<file path="src/rtl/pll_ctrl_pkg.sv">
// Shared types and helpers for the PLL lock sequencer.
package pll_ctrl_pkg;

    // Sequencer states; the encoding is visible on the debug state output.
    typedef enum logic [2:0] {
        RESET     = 3'd0,
        WAIT_LOCK = 3'd1,
        STABLE    = 3'd2,
        RUN       = 3'd3,
        RETRY     = 3'd4,
        FAIL      = 3'd5
    } pll_state_t;

    localparam int unsigned RETRY_CNT_W   = 8;
    localparam logic [RETRY_CNT_W-1:0] RETRY_CNT_SAT = '1;

    // Width of the shared phase counter: it only ever has to reach (largest window - 1).
    function automatic int unsigned cnt_width(
        input int unsigned a,
        input int unsigned b,
        input int unsigned c
    );
        int unsigned m;
        m = a;
        if (b > m) m = b;
        if (c > m) m = c;
        if (m < 2) return 1;
        return $clog2(m);
    endfunction

endpackage

</file>
<file path="src/rtl/cdc_sync_bit.sv">
// Multi-flop synchronizer for a single asynchronous level signal.
module cdc_sync_bit #(
    parameter int unsigned STAGES = 2
) (
    input  logic clk,
    input  logic rst,
    input  logic d,
    output logic q
);

    logic [STAGES-1:0] chain;

    // Shift the asynchronous input through the flop chain; cleared to 0 on reset.
    always_ff @(posedge clk or posedge rst) begin
        if (rst) begin
            chain <= '0;
        end else begin
            chain <= {chain[STAGES-2:0], d};
        end
    end

    assign q = chain[STAGES-1];

endmodule

</file>
<file path="src/rtl/pll_lock_ctrl.sv">
// PLL reset/lock sequencer: pulses the PLL reset, qualifies LOCK as stable, releases
// clk_ready, and re-resets the PLL with bounded retries on lock loss or lock timeout.
module pll_lock_ctrl
    import pll_ctrl_pkg::*;
#(
    parameter int unsigned RST_HOLD_CYC     = 100,
    parameter int unsigned LOCK_STABLE_CYC  = 1024,
    parameter int unsigned LOCK_TIMEOUT_CYC = 50000,
    parameter int unsigned MAX_RETRY        = 7,
    parameter int unsigned SYNC_STAGES      = 2
) (
    input  logic                   clk,
    input  logic                   rst,
    input  logic                   pll_lock,
    input  logic                   soft_rst_req,
    output logic                   pll_rst,
    output logic                   clk_ready,
    output logic                   lock_lost,
    output logic [RETRY_CNT_W-1:0] retry_cnt,
    output logic                   pll_fail,
    output logic [2:0]             state_o
);

    localparam int unsigned CW = cnt_width(RST_HOLD_CYC, LOCK_STABLE_CYC, LOCK_TIMEOUT_CYC);

    localparam logic [CW-1:0] RST_LAST     = CW'(RST_HOLD_CYC - 1);
    localparam logic [CW-1:0] STABLE_LAST  = CW'(LOCK_STABLE_CYC - 1);
    localparam logic [CW-1:0] TIMEOUT_LAST = CW'(LOCK_TIMEOUT_CYC - 1);

    localparam bit                     RETRY_FOREVER = (MAX_RETRY == 0);
    localparam logic [RETRY_CNT_W-1:0] RETRY_LIMIT   = RETRY_CNT_W'(MAX_RETRY);

    pll_state_t             state_q;
    pll_state_t             state_d;
    logic [CW-1:0]          cnt_q;
    logic [CW-1:0]          cnt_d;
    logic [RETRY_CNT_W-1:0] retry_q;
    logic [RETRY_CNT_W-1:0] retry_d;
    logic                   lost_d;
    logic                   lock_s;

    cdc_sync_bit #(
        .STAGES (SYNC_STAGES)
    ) u_lock_sync (
        .clk (clk),
        .rst (rst),
        .d   (pll_lock),
        .q   (lock_s)
    );

    // State, shared phase counter and registered outputs; outputs are decoded from the
    // next state so they change on the same edge as the state itself.
    always_ff @(posedge clk or posedge rst) begin
        if (rst) begin
            state_q   <= RESET;
            cnt_q     <= '0;
            retry_q   <= '0;
            pll_rst   <= 1'b1;
            clk_ready <= 1'b0;
            lock_lost <= 1'b0;
            pll_fail  <= 1'b0;
        end else begin
            state_q   <= state_d;
            cnt_q     <= cnt_d;
            retry_q   <= retry_d;
            pll_rst   <= (state_d == RESET) || (state_d == FAIL);
            clk_ready <= (state_d == RUN);
            lock_lost <= lost_d;
            pll_fail  <= (state_d == FAIL);
        end
    end

    // Next-state, counter and retry bookkeeping; a soft restart overrides every other event.
    always_comb begin
        state_d = state_q;
        cnt_d   = cnt_q;
        retry_d = retry_q;
        lost_d  = 1'b0;

        if (soft_rst_req) begin
            state_d = RESET;
            cnt_d   = '0;
            retry_d = '0;
        end else begin
            case (state_q)
                RESET: begin
                    if (cnt_q == RST_LAST) begin
                        state_d = WAIT_LOCK;
                        cnt_d   = '0;
                    end else begin
                        cnt_d = cnt_q + 1'b1;
                    end
                end

                WAIT_LOCK: begin
                    if (lock_s) begin
                        state_d = STABLE;
                        cnt_d   = '0;
                    end else if (cnt_q == TIMEOUT_LAST) begin
                        state_d = RETRY;
                        cnt_d   = '0;
                    end else begin
                        cnt_d = cnt_q + 1'b1;
                    end
                end

                // A lock drop, even on the terminal cycle, sends us back to wait without
                // charging a retry; the timeout window restarts from zero.
                STABLE: begin
                    if (!lock_s) begin
                        state_d = WAIT_LOCK;
                        cnt_d   = '0;
                    end else if (cnt_q == STABLE_LAST) begin
                        state_d = RUN;
                        cnt_d   = '0;
                    end else begin
                        cnt_d = cnt_q + 1'b1;
                    end
                end

                RUN: begin
                    if (!lock_s) begin
                        state_d = RETRY;
                        lost_d  = 1'b1;
                    end
                end

                RETRY: begin
                    cnt_d = '0;
                    if (!RETRY_FOREVER && (retry_q == RETRY_LIMIT)) begin
                        state_d = FAIL;
                    end else begin
                        state_d = RESET;
                        if (retry_q != RETRY_CNT_SAT) begin
                            retry_d = retry_q + 1'b1;
                        end
                    end
                end

                FAIL: begin
                    state_d = FAIL;
                end

                default: begin
                    state_d = RESET;
                    cnt_d   = '0;
                end
            endcase
        end
    end

    assign retry_cnt = retry_q;
    assign state_o   = state_q;

endmodule

</file>
<file path="config.mk">
export PLATFORM = sky130hd
export DESIGN_NAME = pll_lock_ctrl
export DESIGN_NICKNAME = d
export VERILOG_FILES = /design/src/rtl/pll_ctrl_pkg.sv /design/src/rtl/cdc_sync_bit.sv /design/src/rtl/pll_lock_ctrl.sv
export SDC_FILE = /design/constraint.sdc
export NUM_CORES = 1
export LEC_CHECK = 0
export CORE_UTILIZATION = 55
export CTS_BUF_LIST = sky130_fd_sc_hd__clkbuf_16
export DETAILED_ROUTE_END_ITERATION = 8
export GPL_ROUTABILITY_DRIVEN = 0
export GPL_TIMING_DRIVEN = 0
export PLACE_DENSITY = 0.76
export SLEW_MARGIN = 20
export SYNTH_ARGS = -nofsm -noshare
export SYNTH_HDL_FRONTEND = slang
export SYNTH_SLANG_ARGS = --single-unit
</file>
<file path="constraint.sdc">
create_clock -name clk -period 2.9 [get_ports clk]
set_input_delay 0.58 -clock clk [delete_from_list [all_inputs] [get_ports clk]]
set_output_delay 0.58 -clock clk [all_outputs]
set_load 0.03 [all_outputs]
</file>
# Word-level counts from Yosys, hierarchy flattened
# Cells that the tools add are included.
[totals]
output_inout_bits = 15
latch_bits = 0
romBits = 0
elab_cells = 54
memories = 0
mem_bits_rw = 0
regBits = 33
[op_classes]
multipliers = 0
n_reduce_logical = 7
magnitude_cmp = 0
n_div = 0
shifts = 0
addsub = 2
eq_ne = 14
n_mux = 23
bitwise = 0
[op_table]
columns = ["op", "n"]
rows = [
  ["$mux W16", 6],
  ["$pmux W16 S4", 1],
  ["$mux W8", 4],
  ["$mux W3", 8],
  ["$pmux W3 S6", 1],
  ["$add A16 B1 Y16 const B", 1],
  ["$eq A16 B10 Y1 const B", 1],
  ["$eq A16 B16 Y1 const B", 1],
  ["$eq A16 B7 Y1 const B", 1],
  ["$eq A3 B2 Y1 const B", 3],
  ["$eq A3 B3 Y1 const B", 3],
  ["$add A8 B1 Y8 const B", 1],
  ["$eq A8 B3 Y1 const B", 1],
  ["$ne A8 B8 Y1 const B", 1],
  ["$logic_not A3 Y1", 2],
  ["$reduce_bool A2 Y1", 2],
  ["$eq A3 B1 Y1 const B", 1],
  ["$mux W1", 3],
  ["$reduce_and A3 Y1", 1],
  ["$ne A2 B1 Y1 const B", 1],
  ["$ne A2 B2 Y1 const B", 1],
  ["$reduce_or A2 Y1", 1],
  ["$logic_or A1 B1 Y1", 1],
]

# Depth between registers and ports, before layout
[logic_depth]
word_depth = 7
depth_mapped = 8

# By module
# A second synthesis with hierarchy kept.
[hier_totals]
hier_cells = 186
hier_area_um2 = 1843.0
[modules_own_cells]
columns = ["mod", "n_inst", "seq_area_each_um2", "cells_each", "area_per_inst_um2"]
rows = [
  ["pll_lock_ctrl", 1, 777.0, 183, 1789.2],
  ["cdc_sync_bit", 1, 50.0, 3, 53.8],
]

# Least setup slack after synthesis
# No wires, ideal clock.
[synth_timing]
path_type = "reg2reg"
from = "register retry_q[0] (netlist: retry_cnt[0])"
to = "register retry_q[7] (netlist: retry_cnt[7])"
t_arrival_ps = 2079
path_stages_with_launch = 8
n_path_buf = 0
t_required_ps = 2768
setup_slack_ps = 689
synth_period_minus_slack_ps = 2211
path_cell_list = "dfrtp_1 ha_1 and3_1 and3_1 nor3_1 nand4_1 xor2_1 nor2_1"
[synth_via]
elab_chain_len = 5
elab_cells_between_ends = 10
[synth_lines]
columns = ["item", "line", "text"]
rows = [
  ["start: declaration", "pll_lock_ctrl.sv:37", "logic [RETRY_CNT_W-1:0] retry_q;"],
  ["start signal: assignment", "pll_lock_ctrl.sv:65", "retry_q <= retry_d;"],
  ["$add A8 B1 Y8", "pll_lock_ctrl.sv:135", "retry_d = retry_q + 1'b1;"],
  ["$mux W8", "pll_lock_ctrl.sv:134", "if (retry_q != RETRY_CNT_SAT) begin"],
  ["$mux W8", "pll_lock_ctrl.sv:130", "if (!RETRY_FOREVER && (retry_q == RETRY_LIMIT)) begin"],
  ["$mux W8", "pll_lock_ctrl.sv:85", "case (state_q)"],
  ["$mux W8", "pll_lock_ctrl.sv:80", "if (soft_rst_req) begin"],
]
# Parallel ways exist; a longest one is shown, timed or not. The select of a mux whose other input is x is not followed.
# A chain may end at the register's enable or synchronous reset.

# Worst setup path after layout
[layout_timing]
from = "register cnt_q[4]"
to = "register cnt_q[3]"
[layout_via]
elab_chain_len = 5
elab_cells_between_ends = 10
[layout_lines]
columns = ["item", "line", "text"]
rows = [
  ["start: declaration", "pll_lock_ctrl.sv:35", "logic [CW-1:0] cnt_q;"],
  ["start signal: assignment", "pll_lock_ctrl.sv:64", "cnt_q <= cnt_d;"],
  ["$eq A16 B10 Y1 / $eq A16 B16 Y1 (equally long branches)", "pll_lock_ctrl.sv:113, pll_lock_ctrl.sv:99", ""],
  ["$mux W16 (on tied branches)", "pll_lock_ctrl.sv:113, pll_lock_ctrl.sv:99", ""],
  ["$mux W16 (on tied branches)", "pll_lock_ctrl.sv:110, pll_lock_ctrl.sv:96", ""],
  ["$pmux W16 S4 (*)", "pll_lock_ctrl.sv:85", ""],
  ["$mux W16 (*)", "pll_lock_ctrl.sv:80", ""],
]
# Every way passes the cells marked *; elsewhere a longest branch is shown, timed or not.

==> metrics.txt <==
outcome=completed; CP Cell Sequence=or4_4 > nor4_1 > nor2b_1 > o31ai_4 > buf_6 > nor2_1 > a211o_1; Seq cells post-synth=33; RSZ-0062 raised after global routing=no; met1 GRT Util=0.332; commonest non-fill, non-tap cell in the layout=dfrtp_1; Core Region=slightly above 3000 um^2; Final period util=0.858; Root Driver=clkbuf_16; met3 usage=0.0725; VDD IR max=376 uV; Layout area overhead=21.0%; Initial DRT Pass Iterations=4; cell area after synthesis=roughly 1800 um^2; Post-DRT Antenna Nets=0; htree depth=2; Synth warnings=0; Final Critical Period=between 2 and 2.5 ns; P_leak=about 0.9 nW; pin count of the biggest net entering global routing=34; total gr overflow=0; Syn Inst Count=~190; Comb pwr share=0.034; first-pass GRT wire length=between 6 and 7 mm; critical path launch point type=flip-flop; CP Capture Type=flip-flop; mean post-synth cell area=between 9 and 10 um^2; Slew @ Worst Pin=0.864 ns; initial drt markers=60; Initial Util=0.582; layer with the highest usage=met2; drt total wl=around 3.8 mm; CTS clk-pin slew, worst paths=approximately 0.050 ns; initial antenna violation count=0; Sink Count=33; Slew Limit Fails=0; Slowest-stage cell, CP=or4_4; post-synthesis sequential area ratio=0.466; Syn Nets=slightly below 200; setup violators final=0; FMAX=between 0.4 and 0.5 GHz; count of cell types in the netlist=39; Post-synth top flop=dfrtp_1; total internal power=0.788 mW; Worst Path Max Fanout=10; die area=3460 um^2; Die X=roughly 59 um; final-report hold violation count=0; boundary pin count=19; crit path kind=flip-flop to flip-flop; Slew headroom=0.419; nets@finish=approximately 220; asr flop ratio synth=1.00; CP required=a little over 3 ns; vias in the first global route=about 1400; Worst path max stage delay=approximately 0.59 ns; M2 GR Usage=0.407; DR WL/cell=about 15 um; cts repair resizes=0; DR vias=1493; setup repair bufs after CTS=0; layout cell share with drive strength beyond 1=0.0704; die height=58.8 um; NetSw=0.210 mW; most frequent cells in the layout=dfrtp_1, nor2_1, clkdlybuf4s50_1, nand2_1, nor3_1; setup TNS=0 ns; Post-DP HPWL=about 2.7 mm; DR vias/cell=between 5 and 6; Sequential Power Share=0.473; Setup Skew=0.00150 ns; Max-Cap Viols=0; n_diodes=0; clock buffer depth=2; latest clock arrival within the worst-skew pair=between 0.2 and 0.3 ns; Pwr per Cell Area=between 400 and 500 nW/um^2; CTS buffer count=5; final cell utilization of the core=0.704; DRC viols=0; GRT Resource Usage Total=0.256; number of cell rows=20; PortBufs=18; number of enable-type register cells in the synthesized netlist=0; Hold WC Path Type=flip-flop to flip-flop; Sw Share=0.210; Crit path arrival time=around 2.7 ns; clock power share=0.492; Post-CTS Hold Fix Bufs=0; TritonCTS clock tree=done
metrics by stage:
stage                     setup slack (ns)  cells  area [um^2]  power, mW  hold WS (ns)
final                                0.411    257         2150      0.998         0.349
after floorplan                      0.689    187         1780      0.502         0.331
after detailed placement             0.380    249         2010      0.515         0.340
after global placement               0.451    249         2010      0.513         0.336
after global routing                 0.305    257         2150       1.03         0.357
after CTS                            0.467    257         2150       1.01         0.352
worst max-delay path, delay by kind of cell, from the launching register on:
family / cells / cell delay [ns]
AND/OR/NAND/NOR: 4 / 1.22
AO/OA/AOI/OAI: 2 / 0.52
flip-flops: 1 / 0.43
buffers and inverters: 1 / 0.19
sequential cells by signal (all words and copies together), names as in the netlist:
name               flops
retry_cnt              8
cnt_q                 16
state_o                3
lock_lost              1
clk_ready              1
pll_rst                1
pll_fail               1
u_lock_sync.chain      2
synth_stat cells, types with 3 or more instances:
cell type | count | area [um^2]
a21oi_1 | 8 | 40.0
nand2_1 | 15 | 56.3
xor2_1 | 11 | 96.3
nand4_1 | 7 | 43.8
nor4_1 | 3 | 18.8
nand2b_1 | 4 | 25.0
or3_1 | 5 | 31.3
nor2_1 | 19 | 71.3
inv_1 | 8 | 30.0
and3_1 | 6 | 37.5
dfrtp_1 | 32 | 801
clkbuf_1 | 5 | 18.8
nand3_1 | 7 | 35.0
nor3_1 | 12 | 60.1
a21o_1 | 5 | 37.5
o21ai_0 | 8 | 40.0
kinds of logic (layout without fill, tap and decap cells):
group	count (synthesis)	count (layout)	synth area share
xor+xnor	13	13	0.0641
compound gates	31	31	0.123
simple gates	93	93	0.293
flops	33	33	0.466
fa+ha+maj	2	2	0.0141
buf+inv	14	40	0.0338
mux	1	1	0.00564
power by group through the flow:
stage / registers, mW / logic [mW] / clock network (mW)
floorplan: 0.478 / 0.0236 / 0
global placement: 0.479 / 0.0332 / 0
detailed placement: 0.480 / 0.0348 / 0
CTS: 0.472 / 0.0349 / 0.499
global route: 0.473 / 0.0394 / 0.515
finish: 0.472 / 0.0342 / 0.491
final cells by class:
class	count	area [um^2]
buffer	6	30.0
fill	250	905
tap	44	55.1
inverter	8	30.0
multi-input combinational	140	888
timing repair buffer	18	180
clock buffer	5	125
clock inverter	3	12.5
sequential	33	827
path summary, 6_finish.rpt:
| path | start | to | slack [ns] | cells past startpoint |
|---|---|---|---|---|
| worst max-delay path | cnt_q[4]$_DFFE_PP0P_ | cnt_q[3]$_DFFE_PP0P_ | 0.41 | 7 |
| worst min-delay path | u_lock_sync.chain[0]$_DFF_PP0_ | u_lock_sync.chain[1]$_DFF_PP0_ | 0.35 | 0 |
| worst max register to register | cnt_q[4]$_DFFE_PP0P_ | cnt_q[3]$_DFFE_PP0P_ | 0.41 | 7 |
| worst min register to register | u_lock_sync.chain[0]$_DFF_PP0_ | u_lock_sync.chain[1]$_DFF_PP0_ | 0.35 | 0 |
| max in group asynchronous | rst | cnt_q[12]$_DFFE_PP0P_ | 1.72 | 2 |
| min in group asynchronous | rst | retry_cnt[0]$_DFFE_PP0P_ | 0.73 | 2 |
routing by layer:
metal  up-vias  part of all wire
met5         -                 0
met1       724              0.45
met4         0            0.0091
met2        44              0.49
li1        721                 -
met3         4             0.045
Note: power is estimated with default switching activity, not from simulation.
